===== src/rtl/uart_pkg.sv =====
// uart_pkg: shared UART state encoding, frame limits and NBits clamp.
package uart_pkg;
  typedef enum logic [1:0] {IDLE, START, DATA, STOP} uart_state_e;
  localparam int NBITS_MAX = 8;
  function automatic logic [3:0] eff_nbits(input logic [3:0] n);
    return (n == 4'd0 || n > 4'(NBITS_MAX)) ? 4'(NBITS_MAX) : n;
  endfunction
endpackage


===== src/rtl/uart_rx_sync.sv =====
// uart_rx_sync: 2-flop synchronizer with falling-edge detect on the synchronized line.
module uart_rx_sync (
  input  logic clk,
  input  logic rst,
  input  logic rx,
  output logic level,
  output logic fall
);
  logic s1_q, s2_q, prev_q;
  logic s1_d, s2_d, prev_d;
  always_comb begin
    s1_d = rx;
    s2_d = s1_q;
    prev_d = s2_q;
  end
  always_ff @(posedge clk) begin
    if (rst) begin
      s1_q <= 1'b1;
      s2_q <= 1'b1;
      prev_q <= 1'b1;
    end else begin
      s1_q <= s1_d;
      s2_q <= s2_d;
      prev_q <= prev_d;
    end
  end
  assign level = s2_q;
  assign fall = prev_q & ~s2_q;
endmodule


===== src/rtl/uart_rx.sv =====
// uart_rx: oversampled UART receiver (start, 1..8 data LSB first, stop) with valid/ack holding register.
module uart_rx
  import uart_pkg::*;
#(
  parameter int OVERSAMPLE = 4
) (
  input  logic       Clk,
  input  logic       Rst,
  input  logic       Tick,
  input  logic       Rx,
  input  logic [3:0] NBits,
  input  logic       RxAck,
  output logic [7:0] RxData,
  output logic       RxValid,
  output logic       RxDone,
  output logic       FrameErr,
  output logic       Overrun
);
  localparam int TW = $clog2(OVERSAMPLE);
  localparam logic [TW-1:0] HALF = TW'(OVERSAMPLE / 2 - 1);
  localparam logic [TW-1:0] LAST = TW'(OVERSAMPLE - 1);
  uart_state_e state_q, state_d;
  logic [TW-1:0] tick_q, tick_d;
  logic [3:0] bit_q, bit_d, nb_q, nb_d;
  logic [7:0] sh_q, sh_d, data_q, data_d;
  logic valid_q, valid_d, done_q, done_d, ferr_q, ferr_d, ovr_q, ovr_d;
  logic level, fall;
  uart_rx_sync u_sync (.clk(Clk), .rst(Rst), .rx(Rx), .level(level), .fall(fall));
  always_comb begin
    state_d = state_q;
    tick_d = tick_q;
    bit_d = bit_q;
    nb_d = nb_q;
    sh_d = sh_q;
    data_d = data_q;
    valid_d = valid_q;
    done_d = 1'b0;
    ferr_d = 1'b0;
    ovr_d = 1'b0;
    case (state_q)
      IDLE: if (fall) begin
        nb_d = eff_nbits(NBits);
        tick_d = '0;
        bit_d = '0;
        state_d = START;
      end
      START: if (Tick) begin
        tick_d = (tick_q == HALF) ? '0 : tick_q + 1'b1;
        if (tick_q == HALF) begin
          bit_d = '0;
          sh_d = '0;
          state_d = level ? IDLE : DATA;
        end
      end
      DATA: if (Tick) begin
        tick_d = (tick_q == LAST) ? '0 : tick_q + 1'b1;
        if (tick_q == LAST) begin
          // New bit enters at the top of the NBits-wide field, keeping the result right-justified.
          sh_d = (sh_q >> 1) | (8'(level) << (nb_q - 4'd1));
          bit_d = (bit_q == nb_q - 4'd1) ? 4'd0 : bit_q + 4'd1;
          state_d = (bit_q == nb_q - 4'd1) ? STOP : DATA;
        end
      end
      STOP: if (Tick) begin
        tick_d = (tick_q == LAST) ? '0 : tick_q + 1'b1;
        if (tick_q == LAST) begin
          done_d = level;
          ferr_d = ~level;
          state_d = IDLE;
        end
      end
      default: state_d = IDLE;
    endcase
    if (done_d) begin
      data_d = (!valid_q || RxAck) ? sh_q : data_q;
      valid_d = 1'b1;
      ovr_d = valid_q && !RxAck;
    end else if (RxAck) begin
      valid_d = 1'b0;
    end
  end
  always_ff @(posedge Clk) begin
    if (Rst) begin
      state_q <= IDLE;
      tick_q <= '0;
      bit_q <= '0;
      nb_q <= 4'(NBITS_MAX);
      sh_q <= '0;
      data_q <= '0;
      valid_q <= 1'b0;
      done_q <= 1'b0;
      ferr_q <= 1'b0;
      ovr_q <= 1'b0;
    end else begin
      state_q <= state_d;
      tick_q <= tick_d;
      bit_q <= bit_d;
      nb_q <= nb_d;
      sh_q <= sh_d;
      data_q <= data_d;
      valid_q <= valid_d;
      done_q <= done_d;
      ferr_q <= ferr_d;
      ovr_q <= ovr_d;
    end
  end
  assign RxData = data_q;
  assign RxValid = valid_q;
  assign RxDone = done_q;
  assign FrameErr = ferr_q;
  assign Overrun = ovr_q;
endmodule


===== config.mk =====
export PLATFORM = sky130hd
export DESIGN_NAME = uart_rx
export DESIGN_NICKNAME = d
export VERILOG_FILES = /design/src/rtl/uart_pkg.sv /design/src/rtl/uart_rx_sync.sv /design/src/rtl/uart_rx.sv
export SDC_FILE = /design/constraint.sdc
export NUM_CORES = 1
export LEC_CHECK = 0
export CORE_MARGIN = 4
export CORE_UTILIZATION = 54
export CTS_CLUSTER_DIAMETER = 80
export DETAILED_ROUTE_END_ITERATION = 10
export PLACE_DENSITY = 0.76
export SYNTH_ARGS = -nofsm -noshare
export SYNTH_HDL_FRONTEND = slang
export SYNTH_SLANG_ARGS = --single-unit

===== constraint.sdc =====
create_clock -name Clk -period 2.5 [get_ports Clk]
set_clock_uncertainty 0.2 [all_clocks]
set_input_delay 0.625 -clock Clk [delete_from_list [all_inputs] [get_ports Clk]]
set_output_delay 0.625 -clock Clk [all_outputs]
set_load 0.02 [all_outputs]

* Yosys cells after proc, flatten, opt, wreduce, memory -nomap -nowiden
Cells that the tools add are included.
Word-level totals: register bits 35
Cells by class: add/subtract/negate cells 3, $lt $le $gt $ge 1, equal/unequal tests 14, shift operators 1, multiplexer cells 34, bitwise logic cells 7, reduce and logical (&&, ||, !) cells 19
Operators with widths (count):
- 8-bit two-way mux | 4
- 4-bit two-way mux | 7
- 2-bit two-way mux | 13
- 8-bit one-hot mux with 2 select lines | 1
- 2-bit inequality test, second input constant | 7
- 4-bit one-hot mux with 3 select lines | 1
- 7-bit by 8-bit OR with 8-bit output | 1
- 2-bit one-hot mux with 4 select lines | 1
- 1-bit by 4-bit << shifter with 8-bit output | 1
- 7-bit AND reduction | 1
- 2-bit equality test, second input constant | 3
- 1-bit two-way mux | 6
- 2-bit one-hot mux with 3 select lines | 1
- 6-bit AND reduction | 1
- 1-bit inverter | 5
- 5-bit AND reduction | 1
- 4-bit by 1-bit adder with 4-bit output, second input constant | 1
- 2-bit by 1-bit equality test with 1-bit output, second input constant | 2
- 4-bit equality test | 1
- 4-bit greater-than comparator, second input constant | 1
- 4-bit logical NOT | 1
- 2-bit AND reduction | 2
- 2-bit nonzero test | 2
- 2-bit OR reduction | 2
- 11 further kinds | 13

* Longest topological paths before layout
depth after elaboration 6, depth in mapped cells 8, gate-level depth less buffers 6

* By module
From an unflattened synthesis, not the netlist that was laid out.
Unflattened totals: cell total of the unflattened synthesis 182, area total of the unflattened synthesis 1665.3 sq um
Modules (own cells, without submodules):
- uart_rx | instances 1, cells each 175, area an instance 1580.3 sq um
- uart_rx_sync | instances 1, cells each 7, area an instance 85.1 sq um

* Worst setup path after synthesis
OpenSTA, ideal clock, no wires.
path type reg2reg, from register u_sync.s2_q (netlist: u_sync.level), to register bit_q[3], setup time 0.079 ns, data arrival time 1.776 ns, data required time 2.221 ns, path slack 0.445 ns, stages on the path, launching flop included 8, buffers on the path 3, period minus slack after synthesis 2.055 ns, cells stage by stage dfxtp_1 > buf_6 > or4b_1 > buf_6 > and2_1 > buf_6 > or3_1 > o211ai_1
On the way: longest elaborated chain between the ends 4
RTL lines:
- start, declared | line uart_rx_sync.sv:9 | logic s1_q, s2_q, prev_q;
- start signal, assigned | line uart_rx_sync.sv:19 | s2_q <= 1'b1;
- start signal, assigned | line uart_rx_sync.sv:23 | s2_q <= s2_d;
- 1-bit inverter | line uart_rx_sync.sv:28 | assign fall = prev_q & ~s2_q;
- 1-bit bitwise AND | line uart_rx_sync.sv:28
- 2-bit inequality test (no source line)
- 6-bit AND reduction (no source line)
- end signal, assigned | line uart_rx.sv:97 | bit_q <= bit_d;
- end, declared | line uart_rx.sv:24 | logic [3:0] bit_q, bit_d, nb_q, nb_d;
No other way between the ends. A chain may end at the register's enable or synchronous reset.

* Worst setup path in the final report
from register state_q[0], to register bit_q[1]
On the way: longest elaborated chain between the ends 3, elaborated cells between the ends (all ways) 11, those cells by class 7 x eq/ne; 1 x mux; 3 x reduce/logical
RTL lines:
- start, declared | line uart_rx.sv:22 | uart_state_e state_q, state_d;
- start signal, assigned | line uart_rx.sv:95 | state_q <= state_d;
- 2-bit equality test, or another cell as far along | line uart_rx.sv:40 | case (state_q)
- 2-bit inequality test (no source line) / 3-bit nonzero test (equally long branches)
- 6-bit AND reduction (no source line)
Several ways; a longest one is shown, not always the timed one.

==> metrics <==
outcome completed; crit path from state_q[0]; CP delay by family, top compound AO/OA/AOI/OAI gates; crit-path max FO 14; die area roughly 4000 µm²; Core ar. about 2900 µm²; clock buffer depth 2; Clock Root Buffer clkbuf_4; num rows 19; Max-Cap Viols 0; total track usage 0.184; Cell variety after synth a little over 40; Setup WS post-layout 255 ps; worst r2r path cells 4; Fin. Hold Viols 0; CTS H-tree depth 2; Die H around 64 µm; # port buffers 20; Hold Crit Class reg -> reg; total gr overflow 0; Worst Path Required ~2600 ps; Initial Util 0.588; slowest stage delay, CP around 680 ps; Crit Path Class reg -> reg; period utilisation layout 0.898; leak pwr ~0.74 nW; Final #Nets 219; Rel. slew slack 0.558; Syn Area/Cell roughly 9.0 µm²; Synth area leader dfxtp_1; Syn Inst Count around 190; area delta synth->final 15.0%; cts bufs inserted 5; Clk Latency, worst-skew pair 340 ps; R2R Path Start state_q[0]; hpwl dp between 2000 and 2500 µm; Initial DRT Pass Iterations 4; commonest cells in the netlist dfxtp_1 (35), nor2_1 (23), a21oi_1 (15); IO Pins 21; drc violations 0; syn_nets 201; instance count on the critical path 4; first-pass GRT wire length roughly 6000 µm; top-count cell post-synth dfxtp_1; post-cts sizing count 0; crit path DAT 2310 ps; Clock Sinks 35; final setup TNS 0 ps; Crit. End Element flop; synthesized flop and latch total 35; antenna violations before repair 0; GP Congestion around 0.88; Max Freq roughly 450 MHz; Synth top area share 0.418; Hold Slack approximately 220 ps; Pwr Density approximately 500 nW/µm²; Post-DRT Antenna Nets 0; crit-path cells or4b_1 > a221oi_4 > o2111ai_1 > a21oi_1; DR vias about 1.4k; Routed Wire Length roughly 3300 µm; TritonCTS clock tree done; clock period minus worst slack between 2000 and 2500 ps; flop-to-flop setup slack between 200 and 300 ps; Primary FF master, synth dfxtp_1; RSZ-0062 raised after global routing no; Critical Path Sink bit_q[1]; largest net degree at the start of global routing 35; slew at the pin with the worst max-slew slack between 600 and 700 ps; final setup fails 0; Post-synth ARST share 0; DRT iter0 DRCs between 100 and 150; Crit Reg-Reg Endpoint bit_q[1]; sequential share of the synthesized area 0.418; routed length per instance around 14 µm; Post-synth EDFFs 0; slowest CP cell or4b_1; vias in the first global route 1400; DR vias/cell 5.92; worst path bufs/invs 0; ant diodes 0; # hold bufs at CTS 0; Clk pin slew, worst setup/hold paths between 100 and 150 ps; # Post-CTS Setup Buffers 0; Die X about 64 µm; dpl ws between 15 and 20 ps; Syn Std Cell Area about 1700 µm²; Pwr Total slightly below 0.001 W; Yosys Warn Count 0; largest cells by area after synthesis dfxtp_1 (42%), nor2_1 (5.1%), mux2i_1 (4.8%), a21oi_1 (4.5%), ha_1 (3.7%); share of layout cells above drive strength 1 0.0728; Max VDD drop between 0.3 and 0.4 mV; startpoint types flop; Slew Viols, Final 0
-- cell families after synthesis --
kind of cell | synth area share
multiplexers | 0.0478
flip-flops | 0.418
buffers and inverters | 0.0604
AO/OA/AOI/OAI | 0.175
XOR/XNOR | 0.0500
AND/OR/NAND/NOR | 0.211
adder cells (fa/ha/maj) | 0.0373
-- per-stage QoR --
stage / instance area (µm²) / instances / util
detailed placement: 1870 / 229 / 0.657
finish: 1930 / 237 / 0.676
CTS: 1930 / 237 / 0.676
global placement: 1870 / 229 / 0.657
global route: 1930 / 237 / 0.676
floorplan: 1680 / 187 / -
-- routing by layer --
layer  track usage  vias to the layer above  part of all wire
met4        0.0701                        0             0.018
met5             0                        -                 0
li1              -                      700                 -
met3        0.0586                        9             0.060
met2         0.319                       39              0.49
met1         0.209                      656              0.43
-- area by class of cell --
class / instances / area, µm²
repair buffers: 24 / 230
inverters: 8 / 30.0
fillers: 237 / 925
well taps: 31 / 38.8
multi-input cells: 131 / 875
flip-flops and latches: 35 / 701
clock buffers: 6 / 41.3
clock inverters: 2 / 12.5
-- cell usage in the layout, fill, tap and decap left out, types with 2 or more instances in the layout --
cell type and instances:
clkdlybuf4s50_1 20, or3_1 2, nor2_1 23, nor2b_1 4, mux2i_1 8, nor3b_1 3
clkbuf_4 5, buf_4 4, nor3_1 7, inv_1 8, xnor2_1 3, dfxtp_1 35
a22oi_1 3, a21oi_1 15, and3b_1 3, or2_2 3, nand2_1 5, o21ai_0 10
xor2_1 4, o2111ai_1 5, nand3_1 7, and4_1 2, ha_1 5
-- how the worst min path moves through the flow --
stage	slack (ps)	end	cells past startpoint	from
CTS	230	u_sync.level	1	u_sync.s1_q
global route	240	u_sync.level	1	u_sync.s1_q
detailed placement	220	u_sync.level	1	u_sync.s1_q
floorplan	190	u_sync.level	1	u_sync.s1_q
finish	220	u_sync.level	1	u_sync.s1_q
global placement	200	u_sync.level	1	u_sync.s1_q
-- state kept, by name (all words and copies together), names as in the netlist, 2 cells and up, named ones only --
name and cells:
sh_q 8, bit_q 4, RxData 8, tick_q 2, nb_q 4
-- where the power goes --
group | internal, W | total [W] | leakage, nW | switching (W)
Combinational | 0.0000431 | 0.0000896 | 0.431 | 0.0000465
Sequential | 0.000566 | 0.000584 | 0.283 | 0.0000176
Clock | 0.000108 | 0.000294 | 0.0282 | 0.000185
No activity file was read; power rests on OpenSTA's default activity.
